File: config.mk
export PLATFORM = sky130hd
export DESIGN_NAME = addsub_sequencer_flat
export DESIGN_NICKNAME = d
export VERILOG_FILES = /design/src/rtl/addsub_sequencer_if.sv /design/src/rtl/addsub_sequencer.sv /design/src/flat_wrapper.sv
export SDC_FILE = /design/constraint.sdc
export NUM_CORES = 1
export LEC_CHECK = 0
export ABC_CLOCK_PERIOD_IN_PS = 3800
export CELL_PAD_IN_SITES_DETAIL_PLACEMENT = 0
export CELL_PAD_IN_SITES_GLOBAL_PLACEMENT = 1
export CORE_ASPECT_RATIO = 2
export CORE_MARGIN = 5
export CORE_UTILIZATION = 36
export DETAILED_ROUTE_END_ITERATION = 12
export PLACE_DENSITY_LB_ADDON = 0.15
export SETUP_SLACK_MARGIN = 0.1
export SYNTH_ARGS = -nofsm -noshare
export SYNTH_HDL_FRONTEND = slang
export SYNTH_SLANG_ARGS = --single-unit
File: constraint.sdc
create_clock -name clk -period 3.8 [get_ports clk]
set_input_delay 1.14 -clock clk [delete_from_list [all_inputs] [get_ports clk]]
set_output_delay 1.14 -clock clk [all_outputs]
set_load 0.01 [all_outputs]
File: src/rtl/addsub_sequencer_if.sv
// Request/grant and result handshake bundle for addsub_sequencer.
// The sequencer uses the slave modport; requesters and the result consumer use the master modport.
interface addsub_sequencer_if #(
  parameter int WIDTH = 4
);
  logic             req0;
  logic             req1;
  logic             op0;
  logic             op1;
  logic [WIDTH-1:0] a0;
  logic [WIDTH-1:0] b0;
  logic [WIDTH-1:0] a1;
  logic [WIDTH-1:0] b1;
  logic             res_ready;
  logic             gnt0;
  logic             gnt1;
  logic             busy;
  logic             res_valid;
  logic             res_id;
  logic [WIDTH-1:0] result;
  logic             carry_out;

  modport slave (
    input  req0, req1, op0, op1, a0, b0, a1, b1, res_ready,
    output gnt0, gnt1, busy, res_valid, res_id, result, carry_out
  );

  modport master (
    output req0, req1, op0, op1, a0, b0, a1, b1, res_ready,
    input  gnt0, gnt1, busy, res_valid, res_id, result, carry_out
  );
endinterface

File: src/rtl/addsub_sequencer.sv
// Two-requester sequencer for a shared ripple full-adder: add, or ones'-complement subtract in two passes.
// Define RR_ARB_EN for round-robin arbitration; leave it undefined for fixed priority (requester 0 wins).
module addsub_sequencer #(
  parameter int WIDTH = 4
) (
  input  logic               clk,
  input  logic               rst_n,
  addsub_sequencer_if.slave  bus
);

  typedef enum logic [1:0] {
    S_IDLE  = 2'd0,
    S_PASS1 = 2'd1,
    S_PASS2 = 2'd2,
    S_DONE  = 2'd3
  } state_t;

  state_t           r_state;
  state_t           w_next_state;

  logic [WIDTH-1:0] r_a;
  logic [WIDTH-1:0] r_b;
  logic             r_op;
  logic             r_id;
  logic [WIDTH-1:0] r_s1;
  logic             r_c1;

  logic             r_gnt0;
  logic             r_gnt1;
  logic             r_busy;
  logic             r_res_valid;
  logic             r_res_id;
  logic [WIDTH-1:0] r_result;
  logic             r_carry_out;

  logic             w_any_req;
  logic             w_win;
  logic             w_grant;
  logic             w_gnt0_next;
  logic             w_gnt1_next;
  logic             w_busy_next;
  logic             w_res_valid_next;

  logic [WIDTH-1:0] w_add_a;
  logic [WIDTH-1:0] w_add_b;
  logic             w_add_cin;
  logic [WIDTH-1:0] w_sum;
  logic [WIDTH:0]   w_carry;

  assign w_any_req = bus.req0 | bus.req1;

`ifdef RR_ARB_EN
  logic r_last;

  // On contention the requester not served last wins; a lone request always wins.
  assign w_win = (bus.req0 & bus.req1) ? ~r_last : bus.req1;

  always_ff @(posedge clk or negedge rst_n) begin
    if (!rst_n) begin
      r_last <= 1'b1;
    end else if (w_grant) begin
      r_last <= w_win;
    end
  end
`else
  assign w_win = ~bus.req0;
`endif

  always_comb begin
    w_next_state     = r_state;
    w_grant          = 1'b0;
    w_gnt0_next      = 1'b0;
    w_gnt1_next      = 1'b0;
    w_busy_next      = 1'b0;
    w_res_valid_next = 1'b0;
    case (r_state)
      S_IDLE: begin
        if (w_any_req) begin
          w_grant      = 1'b1;
          w_next_state = S_PASS1;
        end
      end
      S_PASS1: w_next_state = S_PASS2;
      S_PASS2: w_next_state = S_DONE;
      S_DONE: begin
        if (r_res_valid && bus.res_ready) begin
          w_next_state = S_IDLE;
        end
      end
      default: w_next_state = S_IDLE;
    endcase
    w_gnt0_next      = w_grant & ~w_win;
    w_gnt1_next      = w_grant & w_win;
    w_busy_next      = (w_next_state != S_IDLE);
    w_res_valid_next = (w_next_state == S_DONE);
  end

  always_ff @(posedge clk or negedge rst_n) begin
    if (!rst_n) begin
      r_state     <= S_IDLE;
      r_gnt0      <= 1'b0;
      r_gnt1      <= 1'b0;
      r_busy      <= 1'b0;
      r_res_valid <= 1'b0;
    end else begin
      r_state     <= w_next_state;
      r_gnt0      <= w_gnt0_next;
      r_gnt1      <= w_gnt1_next;
      r_busy      <= w_busy_next;
      r_res_valid <= w_res_valid_next;
    end
  end

  // One adder serves both passes: A + (B or ~B) first, then s1 + end-around carry.
  always_comb begin
    w_add_a   = r_a;
    w_add_b   = r_op ? ~r_b : r_b;
    w_add_cin = 1'b0;
    if (r_state == S_PASS2) begin
      w_add_a   = r_s1;
      w_add_b   = '0;
      w_add_cin = r_op & r_c1;
    end
  end

  assign w_carry[0] = w_add_cin;

  generate
    for (genvar g = 0; g < WIDTH; g++) begin : g_full_adder
      assign w_sum[g]       = w_add_a[g] ^ w_add_b[g] ^ w_carry[g];
      assign w_carry[g + 1] = (w_add_a[g] & w_add_b[g]) | (w_carry[g] & (w_add_a[g] ^ w_add_b[g]));
    end
  endgenerate

  always_ff @(posedge clk or negedge rst_n) begin
    if (!rst_n) begin
      r_a         <= '0;
      r_b         <= '0;
      r_op        <= 1'b0;
      r_id        <= 1'b0;
      r_s1        <= '0;
      r_c1        <= 1'b0;
      r_res_id    <= 1'b0;
      r_result    <= '0;
      r_carry_out <= 1'b0;
    end else begin
      if (w_grant) begin
        r_a  <= w_win ? bus.a1  : bus.a0;
        r_b  <= w_win ? bus.b1  : bus.b0;
        r_op <= w_win ? bus.op1 : bus.op0;
        r_id <= w_win;
      end
      if (r_state == S_PASS1) begin
        r_s1 <= w_sum;
        r_c1 <= w_carry[WIDTH];
      end
      // Second-pass carry-out is always 0 for valid inputs, so only the sum is kept.
      if (r_state == S_PASS2) begin
        r_result    <= w_sum;
        r_carry_out <= r_c1;
        r_res_id    <= r_id;
      end
    end
  end

  assign bus.gnt0      = r_gnt0;
  assign bus.gnt1      = r_gnt1;
  assign bus.busy      = r_busy;
  assign bus.res_valid = r_res_valid;
  assign bus.res_id    = r_res_id;
  assign bus.result    = r_result;
  assign bus.carry_out = r_carry_out;

endmodule
File: src/flat_wrapper.sv
// flat-port wrapper written by rule: the top's interface ports become plain ports
module addsub_sequencer_flat 
#(
  parameter int WIDTH = 4
)
  (clk, rst_n, bus_req0, bus_req1, bus_op0, bus_op1, bus_a0, bus_b0, bus_a1, bus_b1, bus_res_ready, bus_gnt0, bus_gnt1, bus_busy, bus_res_valid, bus_res_id, bus_result, bus_carry_out);
  addsub_sequencer_if #(.WIDTH(WIDTH)) bus_i ();
  input  logic clk;
  input  logic rst_n;
  input wire logic [$bits(bus_i.req0)-1:0] bus_req0;
  input wire logic [$bits(bus_i.req1)-1:0] bus_req1;
  input wire logic [$bits(bus_i.op0)-1:0] bus_op0;
  input wire logic [$bits(bus_i.op1)-1:0] bus_op1;
  input wire logic [$bits(bus_i.a0)-1:0] bus_a0;
  input wire logic [$bits(bus_i.b0)-1:0] bus_b0;
  input wire logic [$bits(bus_i.a1)-1:0] bus_a1;
  input wire logic [$bits(bus_i.b1)-1:0] bus_b1;
  input wire logic [$bits(bus_i.res_ready)-1:0] bus_res_ready;
  output wire logic [$bits(bus_i.gnt0)-1:0] bus_gnt0;
  output wire logic [$bits(bus_i.gnt1)-1:0] bus_gnt1;
  output wire logic [$bits(bus_i.busy)-1:0] bus_busy;
  output wire logic [$bits(bus_i.res_valid)-1:0] bus_res_valid;
  output wire logic [$bits(bus_i.res_id)-1:0] bus_res_id;
  output wire logic [$bits(bus_i.result)-1:0] bus_result;
  output wire logic [$bits(bus_i.carry_out)-1:0] bus_carry_out;
  assign bus_i.req0 = bus_req0;
  assign bus_i.req1 = bus_req1;
  assign bus_i.op0 = bus_op0;
  assign bus_i.op1 = bus_op1;
  assign bus_i.a0 = bus_a0;
  assign bus_i.b0 = bus_b0;
  assign bus_i.a1 = bus_a1;
  assign bus_i.b1 = bus_b1;
  assign bus_i.res_ready = bus_res_ready;
  assign bus_gnt0 = bus_i.gnt0;
  assign bus_gnt1 = bus_i.gnt1;
  assign bus_busy = bus_i.busy;
  assign bus_res_valid = bus_i.res_valid;
  assign bus_res_id = bus_i.res_id;
  assign bus_result = bus_i.result;
  assign bus_carry_out = bus_i.carry_out;
  addsub_sequencer #(.WIDTH(WIDTH)) u_core (.clk(clk), .rst_n(rst_n), .bus(bus_i));
endmodule
==> impl_metrics.csv <==
group,metric,value,unit
status,status,"finished, final reports clean",
sta,slew_headroom,56.0,%
critical_path,start_kind,"flip-flop",
layout,n_fill_cell,373,
sta,finalCriticalPeriod,3040,ps
logic_synthesis,seq_area_frac_synth,51.3,%
clock_tree,cts-root-buf,"clkbuf_8",
drt,routed_via_density,4.68,
sta,fin_ws,760,ps
floorplan,rows,31,
sta,max_freq,0.329,GHz
clock_tree,cts_setup_buffers,0,
sta,finalSetupTns,0,ps
logic_synthesis,synth_nets,160,
critical_path,r2r_cells,8,
global_route,grt_pass1_vias,992,
placement,dpl.cell_count,209,
layout,syn2layout_area_growth,30.1,%
clock_tree,ctsResizeCount,0,
logic_synthesis,ys_ff_latch,27,
critical_path,critPathMaxStageDelay,500,ps
floorplan,die_x,52.8,um
logic_synthesis,syn-instance-count,133,
layout,diodes,0,
clock_tree,insertion_delay,270,ps
pwr,power_density,731,nW/um^2
placement,hpwlAfterDp,2090,um
global_route,grt_max_degree,28,
layout,final_nets,192,
worst_hold_path,holdPathStages,2,
pwr,finalPower,1250,uW
logic_synthesis,async_flop_share,100,%
floorplan,io_pins,33,
global_route,track_usage,11.9,%
sta,drv_slew,0,
logic_synthesis,yosys.area.top_type,"dfrtp_1",
floorplan,die-area,5040,sq um
floorplan,die_h,95.6,um
sta,worst_pin_slew,658,ps
sta,fin_worst_skew,2.70,ps
logic_synthesis,synth_cell_type_count,26,
sta,setup_violations,0,
sta,hold_viol_final,0,
layout,drive_gt1_share,6.10,%
drt,drtIter0Drc,12,
clock_tree,cts_tree,"done",
drt,drc_errors,0,
logic_synthesis,syn-cell-area,1320,sq um
logic_synthesis,yosysMostFrequentCell,"nand2_1",
drt,vias,997,
critical_path,crit_arrival,3240,ps
critical_path,critPathRequiredTime,4000,ps
run,maxCapViolCount,0,
critical_path,crit_type,"reg2reg",
clock_tree,clock_path_buffers,2,
floorplan,start_util,36.9,%
critical_path,crit_path_top_delay_cell,"and2b_1",
clock_tree,path_clk_slew,90,ps
clock_tree,h-tree-depth,1,
placement,dp_slack,739,ps
clock_tree,ctsHoldBuffers,0,
logic_synthesis,avgSynthCellArea,9.91,sq um
worst_hold_path,hold_class,"reg2reg",
clock_tree,numCtsBuffers,3,
drt,drt-total-wl,2640,um
drt,dr.pass1.iters,4,
layout,fin_cells,213,
critical_path,path_common_cell,"fa_1",
global_route,antenna_found_initial,0,
clock_tree,clock_sinks,27,
critical_path,cp-end-kind,"flip-flop",
logic_synthesis,yosys-top-cells-count,"nand2_1 (37), dfrtp_1 (27), o21ai_0 (12), inv_1 (10), o311ai_1 (9)",
logic_synthesis,synth_top_area_share,51.3,%
floorplan,fp.coreArea,3570,sq um
logic_synthesis,yosysWarnings,0,
placement,place.port_buffers,32,
placement,gp_congestion,0.759,
logic_synthesis,synth_edf_count,0,
sta,period_share,80.0,%
drt,detail-route-antenna-nets,0,
global_route,overflow,0,
global_route,grt_pass1_wl,4430,um
critical_path,crit_chain,"and2b_1 > nor2_1 > fa_1 > fa_1 > fa_1 > inv_1 > fa_1 > o21ai_0",
pwr,ir_drop,415,uV
logic_synthesis,synth_area_leaders,"dfrtp_1 (51%), nand2_1 (11%), fa_1 (6.1%)",
drt,routedWlPerCell,12.4,um
logic_synthesis,ys.flop_type,"dfrtp_1",
sta,rsz0062_at_grt,"no",
critical_path,rrSetupSlack,760,ps
pwr,p_leak,0.000765,uW
critical_path,worst-path-max-fanout,13,
final cells by class:
cell class	count	area [sq um]	share of cell area [%]
clock buffers	4	45.0	2.63
inverters	10	37.5	2.19
multi-input cells	89	559	32.6
flip-flops and latches	27	676	39.4
well taps	49	61.3	3.58
repair buffers	34	335	19.6
kinds of logic after synthesis:
group	after synthesis	share of synthesized area, %
AND/OR/NAND/NOR	53	18.5
adder cells (fa/ha/maj)	4	6.08
AO/OA/AOI/OAI	24	11.9
XOR/XNOR	4	2.66
multiplexers	4	3.32
flip-flops	27	51.3
buffers and inverters	17	6.27
report_power, final:
part	internal [uW]	leakage [uW]	switching, uW
Combinational	299	0.000410	296
Sequential	413	0.000332	81.3
Clock	75.2	0.0000228	88.0
layout by cell type, fill, tap and decap left out:
master / n
o21ai_1: 1
dfrtp_1: 27
inv_1: 10
nand2_1: 37
a21o_1: 1
o21ai_0: 12
and2b_1: 1
a21oi_1: 1
xnor2_1: 3
clkbuf_8: 3
nor3b_2: 1
nor2b_1: 1
mux2_2: 3
o311ai_1: 9
clkbuf_1: 1
and3_1: 2
nor2_1: 5
nand2b_1: 4
or2_1: 1
buf_4: 2
clkdlybuf4s50_1: 32
mux2i_1: 1
fa_1: 4
xor2_1: 1
nor3_4: 1
per-layer routing:
layer  share of wire (%)  vias up  GRT usage (%)  routed length, um
met3                 4.2        5           1.72                111
met5                   0        -              0                  0
met4                 2.4        0           6.40                 63
met1                  39      470           12.9               1020
li1                    -      498              -                  -
met2                  55       24           21.5               1440
path summary, 6_finish.rpt:
check,startpoint,to
worst max-delay path,u_core.r_state[0],u_core.r_s1[3]
worst min register to register,u_core.bus.carry_out,u_core.bus.carry_out
worst min-delay path,u_core.bus.carry_out,u_core.bus.carry_out
min in group asynchronous,rst_n,u_core.bus.result[3]
max in group asynchronous,rst_n,u_core.bus.result[1]
worst max register to register,u_core.r_state[0],u_core.r_s1[3]
critical path, delay by kind of cell, from the launching register on:
kind / cells / cell delay (ps)
adder cells (fa/ha/maj): 4 / 1620
AND/OR/NAND/NOR: 2 / 630
flip-flops: 1 / 470
AO/OA/AOI/OAI: 1 / 160
buffers and inverters: 1 / 90
registers in the layout (all words and copies together), names as in the netlist:
register	cells
u_core.r_b	4
u_core.r_state	2
u_core.bus.res_id	1
u_core.r_op	1
u_core.bus.result	4
u_core.r_s1	4
u_core.bus.busy	1
u_core.r_a	4
u_core.bus.gnt0	1
u_core.r_c1	1
u_core.bus.carry_out	1
u_core.bus.res_valid	1
u_core.bus.gnt1	1
u_core.r_id	1
stage by stage:
step	hold WS, ps	utilization [%]	cell area (sq um)
floorplan	439	-	1320
global placement	457	46.8	1670
detailed placement	462	46.8	1670
CTS	484	48.0	1710
global route	500	48.0	1710
finish	476	48.0	1710
No activity file was read; power rests on OpenSTA's default activity.
==> RTL change, RTL diff (same settings) <==
`WIDTH` is set to 4 in 3 places; all go to 6.
--- a/src/rtl/addsub_sequencer_if.sv
+++ b/src/rtl/addsub_sequencer_if.sv
@@ -3,3 +3,3 @@
 interface addsub_sequencer_if #(
-  parameter int WIDTH = 4
+  parameter int WIDTH = 6
 );
--- a/src/rtl/addsub_sequencer.sv
+++ b/src/rtl/addsub_sequencer.sv
@@ -3,3 +3,3 @@
 module addsub_sequencer #(
-  parameter int WIDTH = 4
+  parameter int WIDTH = 6
 ) (
--- a/src/flat_wrapper.sv
+++ b/src/flat_wrapper.sv
@@ -3,3 +3,3 @@
 #(
-  parameter int WIDTH = 4
+  parameter int WIDTH = 6
 )
Interface: changed (5 resized); port bits go from 33 to 43. No check against the original RTL was run, so the function may have changed too.
==> RTL change against the original RTL <==
Core utilization increased by 0.36 points; synthesized area grew 33%; count of clock-buffer cells in the layout is 3 higher; setup slack got worse by 460 ps; total power is 54% higher; design area increased by 35%; sequential share of layout area fell by 1.5 points; sequential power rose by 35%; combinational power rose by 70%; sequential cell count is 8 higher; wire length is 41% higher; worst hold slack worse by 2.4 ps; critical endpoint is now u_core.bus.result[5]$_DFFE_PN0P_; largest cell class unchanged; largest power group unchanged.
==> RTL change: results (changes against the original RTL) <==
| Metric | Value |
|---|---|
| Crit path max fanout | 7 (was 13) |
| Mapped Cells | 184 (was 133) |
| Met2 wire len | 2020 um (was 1440 um) |
| Status | finished, final reports clean (unchanged) |
| IO buf count | 42 (was 32) |
| Skew-Pair Late Insertion Delay | 280 ps |
| Layout cells sized above 1 | 0.0917 (was 0.0610) |
| Most common library cells after synthesis | 55 x nand2_1, 35 x dfrtp_1, 17 x inv_1 (was 37 x nand2_1, 27 x dfrtp_1, 12 x o21ai_0) |
| Hold WS | 474 ps (was 476 ps) |
| M1 WL | 1450 um (was 1020 um) |
| Largest stage delay, worst path | 440 ps (was 500 ps) |
| Largest net degree at the start of global routing | 36 (was 28) |
| Post-route worst setup slack | 299 ps (was 760 ps) |
| Post-route cell area | 2310 um^2 (was 1710 um^2) |
| GP Congestion | 0.766 (was 0.759) |
| Final net count | 265 (was 192) |
| Worst Hold Launch | u_core.bus.res_id$_DFFE_PN0P_ (was u_core.bus.carry_out$_DFFE_PN0P_) |
| Yosys cell types | 25 (was 26) |
| Sequential-to-total area share from yosys stat | 0.501 (was 0.513) |
| Crit path launch | u_core.r_state[1]$_DFF_PN0_ (was u_core.r_state[0]$_DFF_PN0_) |
| Placed inst area | 2220 um^2 (was 1670 um^2) |
| DP Worst Slack | 231 ps (was 739 ps) |
| Worst clock skew | 3.98 ps (was 2.70 ps) |
| DP HPWL | 2960 um (was 2090 um) |
| Fillcell total | 485 (was 373) |
| Inserted Clock Buffers | 5 (was 3) |
| Hold endpoint | u_core.bus.res_id$_DFFE_PN0P_ (was u_core.bus.carry_out$_DFFE_PN0P_) |
| Worst slew pin tran | 749 ps (was 658 ps) |
| Async set-reset flop share out of synthesis | 1.00 (unchanged) |
| Tot GR Track Use | 0.134 (was 0.119) |
| Worst setup EP type | flop (unchanged) |
| Worst R2R End | u_core.bus.result[5]$_DFFE_PN0P_ (was u_core.r_s1[3]$_DFFE_PN0P_) |
| Synth area leaders | dfrtp_1 50%, nand2_1 12%, fa_1 6.9% (was dfrtp_1 51%, nand2_1 11%, fa_1 6.1%) |
| Post-Route WL | 3730 um (was 2640 um) |
| WL met3 | 175 um (was 111 um) |
| Peak supply drop | 0.424 mV (was 0.415 mV) |
| Fin cells | 286 (was 213) |
| First-pass GRT wire length | 6620 um (was 4430 um) |
| Crit path max-delay cell type | dfrtp_2 (was and2b_1) |
| Vias per cell | 4.74 (was 4.68) |
| Leak | 0.00105 uW (was 0.000765 uW) |
| H-tree depth | 2 (was 1) |
| Syn Nets | 221 (was 160) |
| Vias in the first global route | 1,518 (was 992) |
| Clk slew on worst S/H paths | 70 ps (was 90 ps) |
| Crit path arrival time | 3700 ps (was 3240 ps) |
| Placed cell count | 278 (was 209) |
| Drt first-iter violations | 18 (was 12) |
| R2R cell count | 10 (was 8) |
RTL change: cell types whose count changed after synthesis, sizes merged, moves of 3 or more:
cell | before | now
inv | 10 | 17
clkbuf | 2 | 9
nand2b | 4 | 1
o311ai | 9 | 13
dfrtp | 27 | 35
nand2 | 37 | 55
RTL change: cell type report:
class | instances | share of cell area
well taps | 57 | 0.0309
multi-input cells | 120 | 0.322
flip-flops and latches | 35 | 0.380
inverters | 17 | 0.0276
clock buffers | 7 | 0.0330
repair buffers | 49 | 0.205
clock inverters | 1 | 0.00217
RTL change: power by group:
part	total [uW]	internal (uW)	switching, uW
logic	1010	496	510
clock network	254	128	125
registers	669	559	110
total	1930	1180	745
RTL change: cell families (layout without fill, tap and decap cells):
| kind of cell | after synthesis | count (layout) | share of synthesized area |
|---|---|---|---|
| xor+xnor | 6 | 6 | 0.0301 |
| flops | 35 | 35 | 0.501 |
| simple gates | 72 | 72 | 0.169 |
| fa+ha+maj | 6 | 6 | 0.0687 |
| mux | 7 | 7 | 0.0437 |
| compound gates | 29 | 29 | 0.112 |
| buf+inv | 29 | 74 | 0.0752 |
RTL change: worst max-delay path, delay by kind of cell, from the launching register on:
| family | cells | cell delay [ps] |
|---|---|---|
| buffers and inverters | 1 | 70 |
| DFF | 1 | 440 |
| adders and majority gates | 6 | 2280 |
| AOI/OAI and AO/OA | 1 | 160 |
| and+or+nand+nor | 2 | 450 |
RTL change: timing repair:
action | CTS | global route
resized for setup | 0 | 3
endpoints found under the hold margin | 0 | 0
setup buffers | 0 | 0
setup endpoints to repair | 0 | 2
RTL change: per-layer routing:
metal  up-vias  GRT usage
met1       634      0.148
met3         7     0.0227
li1        681          -
met4         0     0.0583
met2        35      0.240
met5         -          0
